**config.mk**
```make
export PLATFORM = sky130hd
export DESIGN_NAME = layered_objects_mux
export DESIGN_NICKNAME = d
export VERILOG_FILES = /design/src/rtl/layered_objects_mux.sv
export SDC_FILE = /design/constraint.sdc
export NUM_CORES = 1
export LEC_CHECK = 0
export CELL_PAD_IN_SITES_DETAIL_PLACEMENT = 1
export CELL_PAD_IN_SITES_GLOBAL_PLACEMENT = 2
export CORE_UTILIZATION = 24
export DETAILED_ROUTE_END_ITERATION = 10
export MAX_ROUTING_LAYER = met4
export PLACE_DENSITY_LB_ADDON = 0.1
export SETUP_SLACK_MARGIN = 0.1
export SYNTH_ARGS = -nofsm -noshare
export SYNTH_HDL_FRONTEND = slang
export SYNTH_SLANG_ARGS = --single-unit
```
**constraint.sdc**
```tcl
create_clock -name clk -period 2.2 [get_ports clk]
set_clock_uncertainty 0.1 [all_clocks]
set_input_delay 0.66 -clock clk [delete_from_list [all_inputs] [get_ports clk]]
set_output_delay 0.66 -clock clk [all_outputs]
set_load 0.02 [all_outputs]
```
**src/rtl/layered_objects_mux.sv**
```systemverilog
// rtl/layered_objects_mux.sv - N-layer pixel priority mux with game-over sequencer and 2-clk pipeline.
// Optional per-frame collision flags are built when OBJECTS_MUX_COLLISION_EN is defined.
module layered_objects_mux #(
  parameter int NUM_LAYERS = 8,
  parameter int RGB_W = 8,
  parameter logic [RGB_W-1:0] TRANSPARENT = 8'hFF,
  parameter int FLASH_FRAMES = 4,
  localparam int IDX_W = $clog2(NUM_LAYERS + 1)
) (
  input  logic                        clk,
  input  logic                        reset,
  input  logic                        startOfFrame,
  input  logic [NUM_LAYERS-1:0]       layerDrawingRequest,
  input  logic [NUM_LAYERS*RGB_W-1:0] layerRGB,
  input  logic [NUM_LAYERS-1:0]       layerEnable,
  input  logic [RGB_W-1:0]            RGB_MIF,
  input  logic [RGB_W-1:0]            RGB_ENDGAME_MIF,
  input  logic                        gameOver,
  input  logic                        restart,
  output logic [RGB_W-1:0]            RGBOut,
  output logic [IDX_W-1:0]            topLayer,
`ifdef OBJECTS_MUX_COLLISION_EN
  output logic [1:0]                  muxState,
  output logic [NUM_LAYERS-1:0]       collisionFlags
`else
  output logic [1:0]                  muxState
`endif
);

  localparam int CNT_W = $clog2(FLASH_FRAMES + 1);

  typedef enum logic [1:0] {
    ST_PLAY  = 2'd0,
    ST_FLASH = 2'd1,
    ST_OVER  = 2'd2
  } state_t;

  logic [NUM_LAYERS-1:0] hit;
  logic [IDX_W-1:0]      win_d, win_q;
  logic [RGB_W-1:0]      pix_d, pix_q;
  logic [RGB_W-1:0]      endpix_d, endpix_q;
  state_t                state_d, state_q;
  logic [CNT_W-1:0]      cnt_d, cnt_q;
  logic [RGB_W-1:0]      rgb_d, rgb_q;
  logic [IDX_W-1:0]      top_d, top_q;

  // Descending scan so the last assignment made is the lowest-index (highest-priority) hit.
  always_comb begin
    hit   = '0;
    win_d = IDX_W'(NUM_LAYERS);
    pix_d = RGB_MIF;
    for (int i = NUM_LAYERS - 1; i >= 0; i--) begin
      hit[i] = layerDrawingRequest[i] & layerEnable[i] &
               (layerRGB[i*RGB_W +: RGB_W] != TRANSPARENT);
      if (hit[i]) begin
        win_d = IDX_W'(i);
        pix_d = layerRGB[i*RGB_W +: RGB_W];
      end
    end
  end

  assign endpix_d = RGB_ENDGAME_MIF;

  always_comb begin
    state_d = state_q;
    cnt_d   = cnt_q;
    if (restart) begin
      state_d = ST_PLAY;
      cnt_d   = '0;
    end else begin
      case (state_q)
        ST_PLAY: begin
          if (gameOver) begin
            state_d = ST_FLASH;
            cnt_d   = '0;
          end
        end
        ST_FLASH: begin
          if (startOfFrame) begin
            cnt_d = cnt_q + CNT_W'(1);
            if (cnt_q == CNT_W'(FLASH_FRAMES - 1)) state_d = ST_OVER;
          end
        end
        default: begin
          state_d = state_q;
        end
      endcase
    end
  end

  // Stage 2 uses the current registered state, so a state change shows up one clk later.
  always_comb begin
    top_d = win_q;
    case (state_q)
      ST_PLAY:  rgb_d = pix_q;
      ST_FLASH: rgb_d = cnt_q[0] ? endpix_q : pix_q;
      default:  rgb_d = endpix_q;
    endcase
  end

  always_ff @(posedge clk or posedge reset) begin
    if (reset) begin
      win_q    <= IDX_W'(NUM_LAYERS);
      pix_q    <= '0;
      endpix_q <= '0;
      state_q  <= ST_PLAY;
      cnt_q    <= '0;
      rgb_q    <= '0;
      top_q    <= IDX_W'(NUM_LAYERS);
    end else begin
      win_q    <= win_d;
      pix_q    <= pix_d;
      endpix_q <= endpix_d;
      state_q  <= state_d;
      cnt_q    <= cnt_d;
      rgb_q    <= rgb_d;
      top_q    <= top_d;
    end
  end

  assign RGBOut   = rgb_q;
  assign topLayer = top_q;
  assign muxState = state_q;

`ifdef OBJECTS_MUX_COLLISION_EN
  logic [NUM_LAYERS-1:0] coll_now;
  logic [NUM_LAYERS-1:0] acc_d, acc_q;
  logic [NUM_LAYERS-1:0] flags_d, flags_q;

  // Two or more hits on one pixel: every hitting layer is part of the collision.
  assign coll_now = (|(hit & (hit - NUM_LAYERS'(1)))) ? hit : '0;

  always_comb begin
    acc_d   = acc_q | coll_now;
    flags_d = flags_q;
    if (startOfFrame) begin
      flags_d = acc_q;
      acc_d   = coll_now;
    end
  end

  always_ff @(posedge clk or posedge reset) begin
    if (reset) begin
      acc_q   <= '0;
      flags_q <= '0;
    end else begin
      acc_q   <= acc_d;
      flags_q <= flags_d;
    end
  end

  assign collisionFlags = flags_q;
`endif

endmodule

```
Word-level counts from Yosys, hierarchy flattened

Index checks and enable logic that the tools add are counted.

Flip-flop bits (word level): 37
Bits in latches: 0
Memory bits (writable): 0
Memory bits (read-only): 0
Input bits: 101
Output and inout port bits: 14
Logic and storage cells: 68
Memories: 0

Add/sub/neg operators: 1
$mul: 0
Divide/modulo/power cells: 0
Magnitude comparators: 0
Eq/ne operators: 13
Shift operators: 0
Multiplexer cells: 27
Bitwise gates (word level): 16
Reduce and logical (&&, ||, !) cells: 4

Operator list:

| kind                                           | count |
|---|---|
| 2-to-1 mux 8 bit                               | 9 |
| inequality test 8 bit (second input constant)  | 8 |
| 2-to-1 mux 4 bit                               | 8 |
| bitwise AND 1 bit                              | 16 |
| one-hot mux 8 bit (2 select lines)             | 1 |
| 2-to-1 mux 3 bit                               | 3 |
| inequality test 3 bit (second input constant)  | 3 |
| 2-to-1 mux 2 bit                               | 4 |
| one-hot mux 3 bit (2 select lines)             | 1 |
| one-hot mux 2 bit (2 select lines)             | 1 |
| AND reduction 4 bit                            | 1 |
| adder 3 x 1 -> 3 bit (second input constant)   | 1 |
| == test 3 x 2 -> 1 bit (second input constant) | 1 |
| AND reduction 3 bit                            | 1 |
| nonzero test 3 bit                             | 1 |
| == test 2 x 1 -> 1 bit (second input constant) | 1 |
| logical NOT 2 bit                              | 1 |

Logic depth before layout (Yosys ltp)

Depth after elaboration: 10
Gate-level depth with buffers: 7
Gate-level depth less buffers: 5

Least setup slack after synthesis

OpenSTA, ideal clock, no wires.

Path type: input to register
From: in layerRGB[59]
To: reg pix_q[0]
Library setup time: 0.141 ns
Arrival: 1.714 ns
Required time: 1.959 ns
Path slack: 0.245 ns
Cell stages on the path: 6
Buffers on the path: 1
Path through: nand4_2 or2_0 clkbuf_1 a221oi_1 o2111a_1 o31ai_2

Word-level cells in the longest chain between the ends: 10

RTL lines:

| element                        | line | text |
|---|---|---|
| from (decl)                    | 14   | `input logic [NUM_LAYERS*RGB_W-1:0] layerRGB,` |
| inequality test 8 bit          | 54   | `(layerRGB[i*RGB_W +: RGB_W] != TRANSPARENT);` |
| bitwise AND 1 bit              | 53   | `hit[i] = layerDrawingRequest[i] & layerEnable[i] &` |
| 2-to-1 mux 8 bit (8 in series) | 55   | `if (hit[i]) begin` |
| via pix_d[0]                   | 40   | `logic [RGB_W-1:0] pix_d, pix_q;` |
| to (signal assigned)           | 112  | `pix_q <= pix_d;` |
| to (decl)                      | 40   |  |

The timed path passes the listed nets, and every way through them passes these cells.
A chain may end at the register's enable or synchronous reset.

Worst setup path in the final report

From: in layerRGB[9]
To: reg pix_q[6]

Word-level cells in the longest chain between the ends: 4

RTL lines:

| element                        | line |
|---|---|
| inequality test 8 bit          | 54 |
| bitwise AND 1 bit              | 53 |
| 2-to-1 mux 8 bit (2 in series) | 55 |
| via pix_d[6]                   | 40 |

The timed path passes the listed nets, and every way through them passes these cells.

==> key figures <==
Critical path
  • R2R Setup Slk: 850 ps
  • Worst EP required: 2280 ps
  • Worst path slowest cell: clkdlybuf4s50_1
  • Critical path launch point type: primary input
  • CP arrival: 2140 ps
  • Top delay family on crit path: compound AO/OA/AOI/OAI gates
  • Largest stage delay, worst path: 490 ps
  • Crit. End Element: flop
  • CP Buf/Inv Count: 1
  • Worst path cell trace: clkdlybuf4s50_1 -> nand4_1 -> o21bai_4 -> nand2b_4 -> a221o_1 -> o31a_1
  • WS Path Type: in2reg
  • Critical path peak fanout: 2

Status
  • Status: finished with violations
  • Failing checks: design-rule violations

Floorplan
  • Row Count: 34
  • I/O pins: 115
  • Initial core utilization: 25.0%
  • Die Ht: 97.8 um
  • Core box area: 8810 um^2
  • Die width: 97.8 um
  • Die Area: 9560 um^2

Detailed routing
  • Post-DRT Antenna Nets: 0
  • DR WL/cell: 17.0 um
  • Vias/cell: 4.96
  • DR iter-0 viols: 37
  • Initial DRT Pass Iterations: 7
  • Post-Route WL: 8780 um
  • Post-route DRC violation count: 17
  • Routed via count: 2562

Global route
  • Largest net degree at the start of global routing: 38
  • Routing usage on met2: 32.8%
  • Vias in the first global route: 2745
  • GRT busiest layer: met2
  • Initial antenna violation count: 0
  • Total track usage: 19.7%
  • First-pass GRT wire length: 14100 um
  • Met1 Track Usage GR: 24.3%
  • Met3 usage: 2.29%
  • Gr ovfl total: 0

Clock tree
  • Post-CTS Hold Buffers: 0
  • CTS tree: done
  • Clock root buffer: clkbuf_8
  • CTS Buf Count: 5
  • Clk_lat worst skew: 290 ps
  • Clk slew on worst S/H paths: 80 ps
  • Maximum buffer depth of the clock tree: 2
  • Clock Sink Count: 37
  • CTS H-Tree Depth: 2

Placed design
  • Routability Congestion: 0.912
  • Dpl cells: 504
  • Port Buf Inserts: 114
  • Post-place instance area: 3960 um^2
  • Dpl hpwl: 7260 um

STA
  • F_max: 486 MHz
  • Tmin final: 2060 ps
  • Max-slew headroom: 76.7%
  • Final Slew Violations: 0
  • RSZ-0062 raised after global routing: no
  • Finish-stage setup viols: 0
  • Final TNS setup: 0 ps
  • Min Hold Slack: 257 ps
  • Slew of the pin with the lowest slew margin: 349 ps
  • Endpoints failing hold: 0
  • Fin crit share: 93.5%

Logic synthesis
  • Cell Area, Synth: 2200 um^2
  • Leading area contributor after synthesis: dfrtp_1
  • Synth Flop Type: dfrtp_1
  • Register area share after synthesis: 42.2%
  • Syn. warnings: 0
  • Cells after Synth: 222
  • Syn_area_per_cell: 9.91 um^2
  • Synth top area share: 39.8%
  • Area contributors post-synth: dfrtp_1 (40%), nand2_1 (4.4%), mux2_2 (4.1%), o31ai_2 (4.0%), nor2_1 (3.8%)
  • Synth Register Bits: 37
  • Post-Syn Nets: 325
  • Post-synth EDFFs: 0
  • Unique masters post-synth: 47
  • FFs w/ async S/R, synth: 100%

Layout
  • Fill count: 998
  • Antenna Cells: 0
  • Final Instance Area: 4330 um^2
  • Non-filler cells, final: 517
  • Share of cells above drive strength 1: 35.0%
  • Layout net count: 511
  • Synth-to-Final Area Change: 96.7%

Worst hold path
  • Hold WC Path Type: reg2reg

Pwr
  • Tot Pwr: 2060 uW
  • PD cells: 475 nW/um^2
  • Pleak: 0.00190 uW
  • VDD IR-drop max: 298 uV

Job
  • Max_cap viols: 0
==> repair_timing <==
| item | CTS | global route |
|---|---|---|
| gates resized for setup | 98 | 9 |
| gates cloned | 2 | 0 |
| endpoints found under the hold margin | 0 | 0 |
| pin swaps | 38 | 5 |
| endpoints found under the setup margin | 15 | 9 |
| setup buffers | 2 | 1 |
==> worst register-to-register path, delay by kind of cell (launching register included) <==
kind | cells | cell delay (ps)
muxes | 1 | 350
AOI/OAI and AO/OA | 1 | 160
buffers and inverters | 1 | 190
DFF | 1 | 440
==> per-layer routing <==
| metal | up-vias | share of wire [%] |
|---|---|---|
| met5 | - | 0 |
| met4 | 0 | 2.1 |
| met3 | 15 | 4.2 |
| met2 | 89 | 50 |
| met1 | 1226 | 44 |
| li1 | 1232 | - |
==> report_power, final <==
group / total (uW) / switching (uW) / internal [uW]
clock network: 590 / 251 / 339
registers: 770 / 24.4 / 745
logic: 696 / 303 / 392
==> flip-flops by register name (all words and copies together) (netlist names) <==
| name | flops |
|---|---|
| cnt_q | 3 |
| muxState | 2 |
| topLayer | 4 |
| pix_q | 8 |
| endpix_q | 8 |
| RGBOut | 8 |
| top_d | 4 |
==> Yosys cell counts, types with 7 or more instances <==
| cell type | n |
|---|---|
| a21oi_1 | 12 |
| a22oi_1 | 7 |
| mux2_2 | 8 |
| nand4_1 | 12 |
| nor2_1 | 22 |
| o31ai_2 | 7 |
| dfrtp_1 | 35 |
| a211oi_1 | 8 |
| a221oi_1 | 7 |
| nand2_1 | 26 |
| o2111a_1 | 7 |
| o21ai_1 | 7 |
==> path summary, 6_finish.rpt <==
kind                             start          end  cells after the start
min                           top_d[1]  topLayer[1]                      0
max                        layerRGB[9]     pix_q[6]                      6
min in group asynchronous        reset  endpix_q[6]                      3
min reg2reg                   top_d[1]  topLayer[1]                      0
max in group asynchronous        reset  topLayer[3]                      3
max reg2reg                muxState[0]    RGBOut[0]                      3
==> cell type report <==
class	instances	area (um^2)	area share, %
Multi-Input combinational cell	172	1430	33.1
Timing Repair Buffer	187	1700	39.2
Inverter	5	18.8	0.434
Clock buffer	5	68.8	1.59
Sequential cell	37	928	21.4
Clock inverter	3	46.3	1.07
Tap cell	108	135	3.12
==> stage by stage <==
stage	utilization, %	setup WS, ps
2_1_floorplan	-	245
3_3_place_gp	45.0	-403
4_1_cts	48.6	101
3_5_place_dp	45.0	-491
6_report	49.2	143
5_1_grt	49.2	102
==> logic make-up after synthesis <==
kind of cell / Yosys count / share of synthesized area, %
and+or+nand+nor: 81 / 18.5
AOI/OAI and AO/OA: 80 / 30.5
DFF: 37 / 42.2
buffers and inverters: 13 / 3.13
muxes: 9 / 4.55
adders and majority gates: 2 / 1.14
==> layout by cell type, fill, tap and decap left out, types with 4 or more instances in the layout <==
| cell type | n |
|---|---|
| dfrtp_1 | 35 |
| buf_4 | 65 |
| clkdlybuf4s50_1 | 59 |
| dlygate4sd2_1 | 51 |
| nand4_1 | 12 |
| a221oi_2 | 5 |
| o21ai_0 | 5 |
| o2111a_1 | 7 |
| a22oi_1 | 5 |
| o21ai_1 | 6 |
| clkbuf_8 | 5 |
| dlymetal6s2s_1 | 4 |
| nand2_1 | 24 |
| mux2_2 | 8 |
| o31ai_2 | 7 |
| and3_1 | 6 |
| nor2_1 | 21 |
| a21oi_1 | 9 |
| inv_1 | 4 |
| buf_6 | 5 |
(Power assumes the default switching activity.)
